<file path="src/rtl/led_stretch_sched_if.sv">
// Signal bundle between the board switch/LED path and the stretch scheduler.
// There is no handshake here: inputs are level-sampled on every clock, and outputs are registered levels.
interface led_stretch_sched_if #(
    parameter int NCH = 4,
    parameter int TW  = 12
);
    logic                    i_en;
    logic [NCH-1:0]          i_sw;
    logic [TW-1:0]           i_len;
    logic [NCH-1:0]          o_led;
    logic                    o_tick;
    logic                    o_busy;
    // Per-channel FSM state and tick counter, exposed for observation only
    logic [NCH-1:0][1:0]     dbg_state;
    logic [NCH-1:0][TW-1:0]  dbg_cnt;

    modport master (
        output i_en, i_sw, i_len,
        input  o_led, o_tick, o_busy, dbg_state, dbg_cnt
    );

    modport slave (
        input  i_en, i_sw, i_len,
        output o_led, o_tick, o_busy, dbg_state, dbg_cnt
    );
endinterface

</file>
<file path="src/rtl/led_stretch_sched.sv">
// Multi-channel LED pulse stretcher: each LED follows its switch, then stays lit for
// i_len prescaled ticks after release. One shared prescaler drives every channel's timer.
module led_stretch_sched #(
    parameter int NCH      = 4,
    parameter int PRESCALE = 100000,
    parameter int TW       = 12
) (
    input  logic          i_clk,
    input  logic          i_rst_n,
    led_stretch_sched_if.slave bus
);

    localparam int PW = (PRESCALE > 2) ? $clog2(PRESCALE) : 1;
    localparam logic [PW-1:0] PCNT_MAX = PW'(PRESCALE - 1);

    typedef enum logic [1:0] {
        ST_IDLE    = 2'd0,
        ST_HELD    = 2'd1,
        ST_STRETCH = 2'd2
    } state_e;

    logic [NCH-1:0] sw_meta_q;
    logic [NCH-1:0] sw_s_q;
    logic [PW-1:0]  pcnt_q;
    logic [PW-1:0]  pcnt_d;
    logic           tick_q;
    logic           tick_d;

    state_e         state_q [NCH];
    state_e         state_d [NCH];
    logic [TW-1:0]  cnt_q   [NCH];
    logic [TW-1:0]  cnt_d   [NCH];

    logic [NCH-1:0]          led_w;
    logic [NCH-1:0][1:0]     dbg_state_w;
    logic [NCH-1:0][TW-1:0]  dbg_cnt_w;

    // Synchronizers stay live while disabled so re-enable sees current switch levels
    always_ff @(posedge i_clk or negedge i_rst_n) begin
        if (!i_rst_n) begin
            sw_meta_q <= '0;
            sw_s_q    <= '0;
        end else begin
            sw_meta_q <= bus.i_sw;
            sw_s_q    <= sw_meta_q;
        end
    end

    always_comb begin
        pcnt_d = pcnt_q;
        tick_d = 1'b0;
        if (!bus.i_en) begin
            pcnt_d = '0;
        end else if (pcnt_q == PCNT_MAX) begin
            pcnt_d = '0;
            tick_d = 1'b1;
        end else begin
            pcnt_d = pcnt_q + PW'(1);
        end
    end

    always_ff @(posedge i_clk or negedge i_rst_n) begin
        if (!i_rst_n) begin
            pcnt_q <= '0;
            tick_q <= 1'b0;
        end else begin
            pcnt_q <= pcnt_d;
            tick_q <= tick_d;
        end
    end

    always_ff @(posedge i_clk or negedge i_rst_n) begin
        if (!i_rst_n) begin
            for (int i = 0; i < NCH; i++) begin
                state_q[i] <= ST_IDLE;
                cnt_q[i]   <= '0;
            end
        end else begin
            for (int i = 0; i < NCH; i++) begin
                state_q[i] <= state_d[i];
                cnt_q[i]   <= cnt_d[i];
            end
        end
    end

    // Retrigger beats the tick; the count is only decremented while it is at least 1
    always_comb begin
        for (int i = 0; i < NCH; i++) begin
            state_d[i] = state_q[i];
            cnt_d[i]   = cnt_q[i];
            if (!bus.i_en) begin
                state_d[i] = ST_IDLE;
                cnt_d[i]   = '0;
            end else begin
                case (state_q[i])
                    ST_IDLE: begin
                        if (sw_s_q[i]) state_d[i] = ST_HELD;
                    end
                    ST_HELD: begin
                        if (!sw_s_q[i]) begin
                            if (bus.i_len != '0) begin
                                state_d[i] = ST_STRETCH;
                                cnt_d[i]   = bus.i_len;
                            end else begin
                                state_d[i] = ST_IDLE;
                            end
                        end
                    end
                    ST_STRETCH: begin
                        if (sw_s_q[i]) begin
                            state_d[i] = ST_HELD;
                        end else if (tick_q) begin
                            if (cnt_q[i] <= TW'(1)) begin
                                state_d[i] = ST_IDLE;
                                cnt_d[i]   = '0;
                            end else begin
                                cnt_d[i] = cnt_q[i] - TW'(1);
                            end
                        end
                    end
                    default: begin
                        state_d[i] = ST_IDLE;
                        cnt_d[i]   = '0;
                    end
                endcase
            end
        end
    end

    always_comb begin
        led_w       = '0;
        dbg_state_w = '0;
        dbg_cnt_w   = '0;
        for (int i = 0; i < NCH; i++) begin
            led_w[i]       = (state_q[i] != ST_IDLE);
            dbg_state_w[i] = state_q[i];
            dbg_cnt_w[i]   = cnt_q[i];
        end
    end

    assign bus.o_led     = led_w;
    assign bus.o_busy    = |led_w;
    assign bus.o_tick    = tick_q;
    assign bus.dbg_state = dbg_state_w;
    assign bus.dbg_cnt   = dbg_cnt_w;

endmodule

</file>
<file path="src/flat_wrapper.sv">
// flat-port wrapper written by rule: the top's interface ports become plain ports
module led_stretch_sched_flat 
#(
    parameter int NCH      = 4,
    parameter int PRESCALE = 100000,
    parameter int TW       = 12
)
  (i_clk, i_rst_n, bus_i_en, bus_i_sw, bus_i_len, bus_o_led, bus_o_tick, bus_o_busy, bus_dbg_state, bus_dbg_cnt);
  led_stretch_sched_if #(.NCH(NCH), .TW(TW)) bus_i ();
  input  logic i_clk;
  input  logic i_rst_n;
  input wire logic [$bits(bus_i.i_en)-1:0] bus_i_en;
  input wire logic [$bits(bus_i.i_sw)-1:0] bus_i_sw;
  input wire logic [$bits(bus_i.i_len)-1:0] bus_i_len;
  output wire logic [$bits(bus_i.o_led)-1:0] bus_o_led;
  output wire logic [$bits(bus_i.o_tick)-1:0] bus_o_tick;
  output wire logic [$bits(bus_i.o_busy)-1:0] bus_o_busy;
  output wire logic [$bits(bus_i.dbg_state)-1:0] bus_dbg_state;
  output wire logic [$bits(bus_i.dbg_cnt)-1:0] bus_dbg_cnt;
  assign bus_i.i_en = bus_i_en;
  assign bus_i.i_sw = bus_i_sw;
  assign bus_i.i_len = bus_i_len;
  assign bus_o_led = bus_i.o_led;
  assign bus_o_tick = bus_i.o_tick;
  assign bus_o_busy = bus_i.o_busy;
  assign bus_dbg_state = bus_i.dbg_state;
  assign bus_dbg_cnt = bus_i.dbg_cnt;
  led_stretch_sched #(.NCH(NCH), .PRESCALE(PRESCALE), .TW(TW)) u_core (.i_clk(i_clk), .i_rst_n(i_rst_n), .bus(bus_i));
endmodule
</file>
<file path="config.mk">
export PLATFORM = sky130hd
export DESIGN_NAME = led_stretch_sched_flat
export DESIGN_NICKNAME = d
export VERILOG_FILES = /design/src/rtl/led_stretch_sched_if.sv /design/src/rtl/led_stretch_sched.sv /design/src/flat_wrapper.sv
export SDC_FILE = /design/constraint.sdc
export NUM_CORES = 1
export LEC_CHECK = 0
export BUFFER_PORTS_ARGS = -buffer_cell sky130_fd_sc_hd__buf_4
export CAP_MARGIN = 20
export CORE_MARGIN = 1
export CORE_UTILIZATION = 50
export CTS_CLUSTER_SIZE = 12
export DETAILED_ROUTE_END_ITERATION = 12
export PLACE_DENSITY_LB_ADDON = 0.12
export SLEW_MARGIN = 15
export SYNTH_ARGS = -nofsm -noshare
export SYNTH_HDL_FRONTEND = slang
export SYNTH_SLANG_ARGS = --single-unit
</file>
<file path="constraint.sdc">
create_clock -name i_clk -period 4.7 [get_ports i_clk]
set_input_delay 0.94 -clock i_clk [delete_from_list [all_inputs] [get_ports i_clk]]
set_output_delay 0.94 -clock i_clk [all_outputs]
set_load 0.005 [all_outputs]
</file>
; After elaboration in Yosys (flattened, before gate mapping)
; Cells that the tools add are included.
[totals]
ff_bits = 82
word_cells = 138
output_inout_bits = 62
in_bits = 19
[classes]
n_mux = 58
order_cmp = 4
n_eq_ne = 41
n_addsub = 5
reduce_logical = 18
[ops]
columns = cell, n
row1 = 12-bit 2-to-1 mux, 21
row2 = 12-bit case mux with 3 select lines, 4
row3 = 2-bit 2-to-1 mux, 25
row4 = 12-bit by 1-bit less-or-equal comparator with 1-bit output (second input constant), 4
row5 = 12-bit by 1-bit subtractor with 12-bit output (second input constant), 4
row6 = 3-bit by 2-bit inequality test with 1-bit output (second input constant), 12
row7 = 17-bit 2-to-1 mux, 2
row8 = 4-bit by 2-bit inequality test with 1-bit output (second input constant), 8
row9 = 3-bit inequality test (second input constant), 8
row10 = 2-bit case mux with 3 select lines, 4
row11 = 5-bit AND reduction, 4
row12 = 17-bit by 1-bit adder with 17-bit output (second input constant), 1
row13 = 17-bit == test (second input constant), 1
row14 = 4-bit AND reduction, 4
row15 = 12-bit nonzero test, 1
row16 = 2-bit by 1-bit == test with 1-bit output (second input constant), 4
row17 = 2-bit == test (second input constant), 4
row18 = 2-bit zero test, 4
row19 = 2-bit inequality test (second input constant), 4
row20 = 2-bit nonzero test, 4
row21 = 4-bit OR reduction, 1
row22 = 1-bit 2-to-1 mux, 2

; Depth between registers and ports, before layout
; Gate-level depths: netlist of run 1.
[logic_depth]
depth_word = 6
mapped_depth = 9
depth_no_buf = 7

; Worst setup path before layout of run 1
; No wires, ideal clock.
[synth_path]
kind = input-to-reg
start = input port bus_i_len[10]
end = register u_core.cnt_q (netlist bit u_core.bus.dbg_cnt[18])
n_path_buf = 2
path_stages = 7
setup_ps = 122
required_ps = 4578
setup_slack_ps = 2255
arrival_ps = 2324
cell_sequence = nor4_1 and3_1 buf_2 a311o_1 buf_2 o21ai_1 a32o_1
[synth_between]
elab_chain_cells = 3
[synth_lines]
columns = item, line
row1 = from (decl), flat_wrapper.sv:14  ; input wire logic [$bits(bus_i.i_len)-1:0] bus_i_len;
row2 = 12-bit nonzero test, led_stretch_sched.sv:101  ; if (bus.i_len != '0) begin
row3 = 3-bit by 2-bit inequality test with 1-bit output (no source line), -
row4 = 5-bit AND reduction (no source line), -
row5 = "to (signal, indexed assignment)", led_stretch_sched.sv:81  ; cnt_q[i] <= cnt_d[i];
row6 = to (decl), led_stretch_sched.sv:31  ; logic [TW-1:0] cnt_q [NCH];
; No other way between the ends.
; A chain may end at the register's enable or synchronous reset.

; Final worst setup path of run 1
[layout_path]
start = register u_core.state_q (netlist bit u_core.bus.dbg_state[3])
end = register u_core.cnt_q (netlist bit u_core.bus.dbg_cnt[21])
[layout_between]
elab_chain_cells = 3
word_cells_on_any_way = 11
classes_between = eq/ne: 7 / mux: 2 / reduce/logical: 2
[layout_lines]
columns = item, line
row1 = from (decl), led_stretch_sched.sv:29  ; state_e state_q [NCH];
row2 = "from (signal, indexed assignment)", led_stretch_sched.sv:80  ; state_q[i] <= state_d[i];
row3 = "2-bit == test, or another cell as far along", led_stretch_sched.sv:95  ; case (state_q[i])
row4 = "3-bit inequality test (no source line), or another cell as far along", -
row5 = 5-bit AND reduction (no source line) / 12-bit 2-to-1 mux (equally long branches), -
; Several ways; a longest one is shown, not always the timed one.

==> metrics.md, run 1 <==
| Metric | Value |
|---|---|
| Run status | `completed` |
| Post-DR vias/cell | `6.39` |
| First-pass GRT wire length | `23,900 um` |
| Post-synthesis cell area | `0.00523 mm2` |
| I/O pin cnt | `81` |
| Vias in the first global route | `4,669` |
| Vias | `5,013` |
| FILL cells | `891` |
| Area grow syn2layout | `16.5%` |
| Number of synthesized flops with an enable pin | `0` |
| Hold_buf cts | `0` |
| CP Class | `flip-flop to flip-flop` |
| Max Clock Freq | `0.362 GHz` |
| Hold crit path type | `flip-flop to flip-flop` |
| Die area | `0.0109 mm2` |
| 1st-iter DRT viols | `379` |
| Clock Pin Slew Worst Setup and Hold Paths | `0.10 ns` |
| Internal power | `1.30 mW` |
| Fraction of registers with async set/reset | `100%` |
| Worst-Skew Late Latency | `0.36 ns` |
| YS warnings | `0` |
| Setup bufs post-CTS | `0` |
| Final ANT Viol Nets | `0` |
| Cell Pwr Density | `346 mW/mm2` |
| Slew @ Worst Pin | `0.957 ns` |
| Largest net degree at the start of global routing | `83` |
| CTS Sinks | `82` |
| CTS buffer count | `9` |
| Clk_skew | `0.0145 ns` |
| Seq cells post-synth | `82` |
| Share of layout cells above drive strength 1 | `18.6%` |
| Worst vdd ir | `161 uV` |
| Period utilization | `58.8%` |
| Sequential cell area fraction in the yosys report | `39.3%` |
| Initial DRT Pass Iterations | `8` |
| Worst R2R Setup Slack | `1.93 ns` |
| P_leak | `2.81 nW` |
| Max-cap violation count | `0` |
| Residual DRC | `0` |
| Arr. time, crit path | `3.03 ns` |
| Switch Pwr | `813 uW` |
| Critical path startpoint category | `flip-flop` |
| Setup slack at placement | `1.63 ns` |
| Comb pwr share | `37.3%` |
| Clock Power Share | `24.5%` |
| Synth Flop Type | `dfrtp_1` |
| FP Rows | `36` |
| Critical Path RT | `4.96 ns` |
| Fin. max-slew vios | `0` |
| Synth unique cells | `70` |
| Final Power | `2.11 mW` |
| RSZ-0062 raised after global routing | `false` |
| H-Tree Level Count | `3` |
| TNS Setup | `0 ns` |
| Initial antenna violation count | `0` |
| Setup ws final | `1.93 ns` |
| Post-synthesis cell count | `581` |
| Critical path fanouts, max | `17` |
| Maximum clock insertion buffer count | `2` |
| CTS tree | `built` |
| Switching share of power | `38.6%` |
| Remaining Overflow, GRT | `0` |
| Gp weighted congestion | `0.901` |
| Final hold violations | `0` |
| Die Ht | `104 um` |
| Final nets | `691` |
| GR Util All Layers | `27.7%` |
| # setup viols final | `0` |
| Core area | `0.00995 mm2` |
| Buffers on Ports | `80` |
| Syn nets | `625` |
| Initial core utilization | `52.5%` |
| Root cell of the clock tree | `clkbuf_8` |
| N_diodes | `0` |
| Die Wd | `104 um` |
| Post_cts resized | `0` |
| Post-DP HPWL | `10,700 um` |
| Mean post-synth cell area | `9.00 um2` |
| Drt total wl | `15,100 um` |
| Sequential power share | `38.2%` |
| Worst slew margin | `35.6%` |
| Crit path capture type | `flip-flop` |
| Period minus WS final | `2.77 ns` |
| WL/cell | `19.2 um` |
## cell usage in the layout, fill, tap and decap left out, types with 4 or more instances in the layout
cell	netlist	routed
a211oi_1	6	5
a21oi_1	19	19
a22o_1	11	11
a22oi_1	9	9
a32o_1	7	7
a32oi_1	12	12
and3_1	7	7
buf_4	0	79
clkbuf_8	0	9
clkinv_2	0	4
dfrtp_1	82	82
ha_1	25	25
inv_1	33	33
nand2_1	63	63
nand2b_1	5	5
nand3_1	32	32
nand4_1	9	9
nor2_1	54	54
nor3_1	17	17
nor4_1	13	13
o21ai_0	22	22
o221ai_1	5	5
o22ai_1	9	9
o2bb2ai_1	10	10
o31ai_1	13	13
or2_2	5	5
or3_1	5	5
or4_1	6	6
xnor2_1	7	7
xor2_1	10	10
## sequential cells by signal (all words and copies together), names as in the netlist
register              cells
u_core.sw_meta_q          4
u_core.bus.dbg_cnt       48
u_core.bus.dbg_state      8
u_core.pcnt_q            17
u_core.bus.o_tick         1
u_core.sw_s_q             4
## synth_stat cells, types with 5 or more instances
cell type / number / area (um2)
a32oi_1: 12 / 105
dfrtp_1: 82 / 2050
a32o_1: 7 / 70.1
xor2_1: 10 / 87.6
or4_1: 6 / 45.0
a22oi_1: 9 / 67.6
o31ai_1: 13 / 97.6
nand3_1: 32 / 160
o221ai_1: 5 / 43.8
xnor2_1: 7 / 61.3
or3_1: 5 / 31.3
clkbuf_1: 15 / 56.3
ha_1: 25 / 313
o21ai_0: 22 / 110
nand4_1: 9 / 56.3
and3_1: 7 / 43.8
nand2_1: 63 / 236
inv_1: 33 / 124
nor3_1: 17 / 85.1
o2bb2ai_1: 10 / 87.6
a22o_1: 11 / 96.3
or2_2: 5 / 31.3
a211oi_1: 6 / 45.0
nor4_1: 13 / 81.3
buf_2: 8 / 40.0
nand2b_1: 5 / 31.3
a21oi_1: 19 / 95.1
nor2_1: 54 / 203
o22ai_1: 9 / 56.3
## cell families after synthesis
| family | count (synthesis) | share of synthesized area (%) |
|---|---|---|
| xor gates and xnor gates | 17 | 2.85 |
| and+or+nand+nor | 234 | 22.3 |
| AOI/OAI and AO/OA | 159 | 24.0 |
| DFF | 82 | 39.3 |
| buffers and inverters | 59 | 4.57 |
| muxes | 5 | 1.03 |
| adders and majority gates | 25 | 5.99 |
## through the flow
step	util (%)	std cells	cell area (um2)	hold WS, ns
5_1_grt	61.2	785	6090	0.371
2_1_floorplan	-	581	5230	0.331
6_report	61.2	785	6090	0.354
4_1_cts	61.1	785	6080	0.358
3_3_place_gp	59.1	769	5890	0.332
3_5_place_dp	59.1	769	5890	0.337
## critical path, stage by stage (launching register included)
cell and delay, ns:
dfrtp_1 0.43, inv_1 0.08, ha_1 0.41, a211oi_1 0.29
a21oi_1 0.14, o2bb2ai_1 0.35, or4b_2 0.68, a32o_1 0.27
## worst paths after layout
| check | depth (start not counted) | startpoint | end |
|---|---|---|---|
| setup / recovery | 7 | u_core.bus.dbg_state[3] | u_core.bus.dbg_cnt[21] |
| hold / removal | 0 | u_core.sw_meta_q[3] | u_core.sw_s_q[3] |
| setup reg to reg | 7 | u_core.bus.dbg_state[3] | u_core.bus.dbg_cnt[21] |
| hold reg to reg | 0 | u_core.sw_meta_q[3] | u_core.sw_s_q[3] |
| max in group asynchronous | 1 | i_rst_n | u_core.bus.dbg_state[4] |
| min in group asynchronous | 1 | i_rst_n | u_core.bus.dbg_cnt[28] |
## per-layer routing
layer	wire length [um]	share of wire, %	vias to the layer above	track usage, %
met5	0	0	-	0
li1	-	-	2324	-
met4	272	1.8	0	8.47
met2	7260	48	218	45.5
met1	6410	42	2444	37.1
met3	1160	7.7	27	5.20
## power by group through the flow
| stage | sequential [mW] | clock [mW] | combinational [mW] |
|---|---|---|---|
| 6_report | 0.807 | 0.516 | 0.786 |
| 5_1_grt | 0.814 | 0.554 | 0.852 |
| 4_1_cts | 0.805 | 0.526 | 0.776 |
| 3_5_place_dp | 0.819 | 0 | 0.770 |
| 3_3_place_gp | 0.816 | 0 | 0.756 |
| 2_1_floorplan | 0.803 | 0 | 0.517 |
## cell type report
class | instances | area, um2 | share of cell area [%]
Sequential cell | 82 | 2050 | 33.7
Clock inverter | 7 | 67.6 | 1.11
Timing Repair Buffer | 80 | 604 | 9.92
Clock buffer | 9 | 124 | 2.03
Multi-Input combinational cell | 440 | 2950 | 48.4
Inverter | 34 | 128 | 2.10
Tap cell | 133 | 166 | 2.73
(Power assumes the default switching activity.)
==> run 2: changes to the inputs <==
==> constraint.sdc (replaced) <==
create_clock -name i_clk -period 2.25 [get_ports i_clk]
set_input_delay 0.45 -clock i_clk [delete_from_list [all_inputs] [get_ports i_clk]]
set_output_delay 0.45 -clock i_clk [all_outputs]
set_load 0.005 [all_outputs]
==> run 2 against run 1 <==
Sequential cell count unchanged. Non-clock buffer count up 87. Clock skew fell by 0.0029 ns. Final cell count increased by 11%. Combinational power is 150% higher. Clock-buffer cell count unchanged. Largest power group is now combinational logic.
==> metrics.md, run 2 (synthesis results as in run 1) <==
| Metric | Value |
|---|---|
| Remaining Overflow, GRT | `0` |
| Clock Pin Slew Worst Setup and Hold Paths | `0.10 ns` |
| Worst vdd ir | `396 uV` |
| Hold crit path type | `primary input to asynchronous set/reset pin` |
| RSZ-0062 raised after global routing | `false` |
| First-pass GRT wire length | `26,900 um` |
| Initial DRT Pass Iterations | `5` |
| Cell Pwr Density | `708 mW/mm2` |
| Worst R2R Setup Slack | `0.06 ns` |
| R2r startpoint | `u_core.bus.dbg_cnt[4]` |
| Final hold violations | `0` |
| Most frequent cells in the layout | `buf_4, dfrtp_1, nand2_1` |
| Hold_buf cts | `0` |
| Maximum clock insertion buffer count | `2` |
| Gp weighted congestion | `0.974` |
| Worst-Skew Late Latency | `0.37 ns` |
| CTS tree | `built` |
| Clk_skew | `0.0116 ns` |
| Depth of the worst register-to-register path | `4` |
| Capture point of the worst reg-to-reg path | `u_core.bus.dbg_cnt[3]` |
| Post-DP HPWL | `12,100 um` |
| Final Power | `4.85 mW` |
| Max Clock Freq | `0.456 GHz` |
| Initial antenna violation count | `0` |
| Critical Path RT | `2.51 ns` |
| P_leak | `3.26 nW` |
| Final nets | `779` |
| Period minus WS final | `2.19 ns` |
| Setup slack at placement | `-0.137 ns` |
| Vias | `5,428` |
| CP Capture Point | `u_core.bus.dbg_cnt[3]` |
| Initial core utilization | `52.5%` |
| 1st-iter DRT viols | `431` |
| Period utilization | `97.6%` |
| Buffers on Ports | `80` |
| Critical path fanouts, max | `9` |
| Core area | `0.00995 mm2` |
| Worst slew margin | `46.7%` |
| Final hold slack | `0.0137 ns` |
| Final ANT Viol Nets | `0` |
| CP startpoint | `u_core.bus.dbg_cnt[4]` |
| Slew @ Worst Pin | `0.799 ns` |
| CTS buffer count | `9` |
| Die Wd | `104 um` |
| GR Util All Layers | `31.4%` |
| Critical path startpoint category | `flip-flop` |
| Root cell of the clock tree | `clkbuf_8` |
| Crit path capture type | `flip-flop` |
| CP Class | `flip-flop to flip-flop` |
| Max reg flops | `48` |
| Max-cap violation count | `0` |
| Drt total wl | `16,500 um` |
| Die area | `0.0109 mm2` |
| Setup ws final | `0.0551 ns` |
| Run status | `completed` |
| Vias in the first global route | `5,270` |
| CTS Sinks | `82` |
| N_diodes | `0` |
| Post-DR vias/cell | `6.22` |
| WL/cell | `18.9 um` |
| H-Tree Level Count | `3` |
| FP Rows | `36` |
| I/O pin cnt | `81` |
| # setup viols final | `0` |
| Fin. max-slew vios | `0` |
| Residual DRC | `0` |
| Commonest non-fill, non-tap cell in the layout | `buf_4` |
| Arr. time, crit path | `2.45 ns` |
| FILL cells | `822` |
| Share of layout cells above drive strength 1 | `29.5%` |
| Largest net degree at the start of global routing | `36` |
| Die Ht | `104 um` |
| Area grow syn2layout | `31.2%` |
[run 2: cell types whose count changed in the layout (fill, tap and decap cells not counted), moves of 2 or more]
cell        change
nor2_2          +2
clkinv_2        -4
a211oi_2        +2
buf_4          +85
clkinvlp_4      +2
nor2_1          -2
buf_12          +3
[run 2: cell type report]
type                    instances  area, um2  share of cell area, %
clock buffers                   9        124                   1.81
clock inverters                 7        101                   1.48
inverters                      34        128                   1.86
multi-input cells             441       2990                   43.6
flip-flops and latches         82       2050                   30.0
well taps                     133        166                   2.43
repair buffers                167       1290                   18.8
[run 2: power by group]
part | total (mW) | switching, mW | internal [mW]
Combinational | 1.95 | 1.09 | 0.858
Sequential | 1.65 | 0.0955 | 1.56
Clock | 1.25 | 0.619 | 0.635
Total | 4.85 | 1.80 | 3.05
[run 2: repair_timing]
action                     4_1_cts  5_1_grt
pin swaps                        0        2
gates cloned                     0        1
setup endpoints to repair       14       18
gates resized for setup          2        7
buffers inserted                 0        1
[run 2: metrics by stage]
stage / std cells / TNS, ns / utilization (%) / instance area [um2]
6_report: 873 / 0 / 68.9 / 6860
5_1_grt: 873 / 0 / 68.9 / 6860
4_1_cts: 871 / 0 / 68.4 / 6810
3_5_place_dp: 855 / -0.713 / 66.1 / 6580
3_3_place_gp: 855 / -0.0904 / 66.1 / 6580
2_1_floorplan: 581 / 0 / - / 5230
[run 2: worst min-delay path by stage]
stage	from	end	slack [ns]	cells past startpoint
after floorplan	i_rst_n	u_core.bus.dbg_cnt[0]	0.15	0
after global placement	u_core.sw_meta_q[1]	u_core.sw_s_q[1]	0.33	0
after detailed placement	u_core.sw_meta_q[1]	u_core.sw_s_q[1]	0.35	0
after CTS	i_rst_n	u_core.bus.dbg_cnt[28]	0.02	1
after global routing	i_rst_n	u_core.bus.dbg_cnt[28]	0.05	1
final	i_rst_n	u_core.bus.dbg_cnt[28]	0.01	1
[run 2: worst max-delay path, stage by stage (launching register included)]
cell     delay [ns]
dfrtp_1        0.40
or4_1          0.59
o41a_1         0.55
a32o_1         0.32
a22o_1         0.23
[run 2: routing by layer]
| metal | wire length (um) | up-vias | GRT usage, % |
|---|---|---|---|
| li1 | - | 2495 | - |
| met1 | 6980 | 2627 | 42.3 |
| met2 | 7640 | 263 | 48.7 |
| met3 | 1230 | 43 | 4.45 |
| met4 | 668 | 0 | 17.2 |
| met5 | 0 | - | 0 |
==> run 3: changes to the inputs <==
--- a/config.mk
+++ b/config.mk
@@ -12,6 +12,7 @@
 export CTS_CLUSTER_SIZE = 12
 export DETAILED_ROUTE_END_ITERATION = 12
 export PLACE_DENSITY_LB_ADDON = 0.12
+export RECOVER_POWER = 100
 export SLEW_MARGIN = 15
 export SYNTH_ARGS = -nofsm -noshare
 export SYNTH_HDL_FRONTEND = slang
==> run 3 against run 2 <==
Design area decreased by 2.4%. Sequential share of layout area up 0.74 points. Clock skew decreased by 0.0011 ns. Worst setup slack gained 0.016 ns. Non-clock buffer count stayed put. Worst hold slack lost 0.010 ns. Wire length is 0.12% higher. Register-to-register slack improved by 0.02 ns. Die area is the same. Clock-buffer cell count did not move. Critical path type unchanged. Largest power group unchanged.
==> metrics.md, run 3 (synthesis results as in run 1) <==
| Metric | Value |
|---|---|
| Run status | `completed` |
| I/O pin cnt | `81` |
| Largest net degree at the start of global routing | `36` |
| Period utilization | `96.8%` |
| Maximum clock insertion buffer count | `2` |
| Worst vdd ir | `402 uV` |
| RSZ-0062 raised after global routing | `false` |
| Top delay family on crit path | `compound AO/OA/AOI/OAI gates` |
| Root cell of the clock tree | `clkbuf_8` |
| Post-DR vias/cell | `6.21` |
| Placed insts | `855` |
| Share of layout cells above drive strength 1 | `24.5%` |
| Post-DP HPWL | `12,100 um` |
| Clk_skew | `0.0105 ns` |
| Final hold violations | `0` |
| Area grow syn2layout | `28.0%` |
| Critical path fanouts, max | `9` |
| Final nets | `779` |
| CTS Sinks | `82` |
| Die Wd | `104 um` |
| WL/cell | `18.9 um` |
| FP Rows | `36` |
| Final std cells w/o fill | `873` |
| Core area | `0.00995 mm2` |
| Drt total wl | `16,500 um` |
| Crit path largest cell delay | `0.59 ns` |
| Final hold slack | `0.00352 ns` |
| Slew @ Worst Pin | `0.925 ns` |
| Period minus WS final | `2.18 ns` |
| CP Class | `flip-flop to flip-flop` |
| Gp weighted congestion | `0.974` |
| Fin. max-slew vios | `0` |
| Worst slew margin | `38.3%` |
| Initial antenna violation count | `0` |
| Worst-Skew Late Latency | `0.37 ns` |
| N_diodes | `0` |
| P_leak | `3.08 nW` |
| Critical Path RT | `2.51 ns` |
| TNS Setup | `0 ns` |
| FILL cells | `866` |
| Final Instance Area | `0.00669 mm2` |
| Max reg flops | `48` |
| Hold_buf cts | `0` |
| Residual DRC | `0` |
| Commonest non-fill, non-tap cell in the layout | `buf_4` |
| Die Ht | `104 um` |
| Arr. time, crit path | `2.44 ns` |
| Crit path capture type | `flip-flop` |
| Max Clock Freq | `0.459 GHz` |
| Initial core utilization | `52.5%` |
| Most frequent cells in the layout | `buf_4, dfrtp_1, nand2_1` |
| H-Tree Level Count | `3` |
| # setup viols final | `0` |
| Buf+Inv Stages, Crit Path | `0` |
| Max-cap violation count | `0` |
| CTS buffer count | `9` |
| Final Power | `4.79 mW` |
| Remaining Overflow, GRT | `0` |
| 1st-iter DRT viols | `467` |
| Dpl cell area | `0.00658 mm2` |
| Hold crit path type | `primary input to asynchronous set/reset pin` |
| Critical path startpoint category | `flip-flop` |
| First-pass GRT wire length | `26,900 um` |
| Die area | `0.0109 mm2` |
| Clock Pin Slew Worst Setup and Hold Paths | `0.10 ns` |
| Initial DRT Pass Iterations | `5` |
| CP max-delay cell | `or4_1` |
| CP Cell Sequence | `or4_1 -> o41a_1 -> a32o_1 -> a22o_1` |
| CTS tree | `built` |
| Final ANT Viol Nets | `0` |
| GR Util All Layers | `31.4%` |
| Vias in the first global route | `5,270` |
| Vias | `5,422` |
| Buffers on Ports | `80` |
| Cell Pwr Density | `715 mW/mm2` |
run 3: what timing repair did:
item	4_1_cts	5_1_grt
setup buffers	0	1
gates resized for setup	2	7
pin swaps	0	2
cloned	0	1
endpoints found under the setup margin	14	18
run 3: stage by stage:
step | worst slack, ns | utilization [%]
after floorplan | 0.00493 | -
after global placement | -0.0438 | 66.1
after detailed placement | -0.137 | 66.1
after CTS | 0.0330 | 68.4
after global routing | 0.00424 | 67.2
final | 0.0711 | 67.2
run 3: per-layer routing:
| layer | part of all wire (%) | routed length, um | up-vias | track usage (%) |
|---|---|---|---|---|
| li1 | - | - | 2499 | - |
| met1 | 42 | 6990 | 2608 | 42.3 |
| met2 | 46 | 7590 | 265 | 48.7 |
| met3 | 7.4 | 1220 | 50 | 4.45 |
| met4 | 4.5 | 739 | 0 | 17.2 |
| met5 | 0 | 0 | - | 0 |
run 3: report_power, final:
group	leakage, nW	total (mW)	switching [mW]	internal, mW
Combinational	1.86	1.88	1.08	0.802
Sequential	1.12	1.65	0.0949	1.56
Clock	0.106	1.25	0.620	0.635
Total	3.08	4.79	1.79	2.99
run 3: layout make-up:
cell class                 count  area, um2  share of cell area (%)
multi-input combinational    441       2980                    44.5
clock buffer                   9        124                    1.85
sequential                    82       2050                    30.7
tap                          133        166                    2.49
clock inverter                 7        101                    1.51
inverter                      34        128                    1.91
timing repair buffer         167       1140                    17.0
run 3: final timing paths:
kind	startpoint	endpoint	slack, ns	cells past startpoint
worst max-delay path	u_core.bus.dbg_cnt[4]	u_core.bus.dbg_cnt[3]	0.07	4
max in group asynchronous	i_rst_n	u_core.bus.dbg_state[2]	0.98	2
worst min register to register	u_core.sw_meta_q[0]	u_core.sw_s_q[0]	0.37	0
worst min-delay path	i_rst_n	u_core.bus.dbg_cnt[28]	0.004	1
min in group i_clk	bus_i_sw[3]	u_core.sw_meta_q[3]	0.20	1
worst max register to register	u_core.bus.dbg_cnt[4]	u_core.bus.dbg_cnt[3]	0.07	4
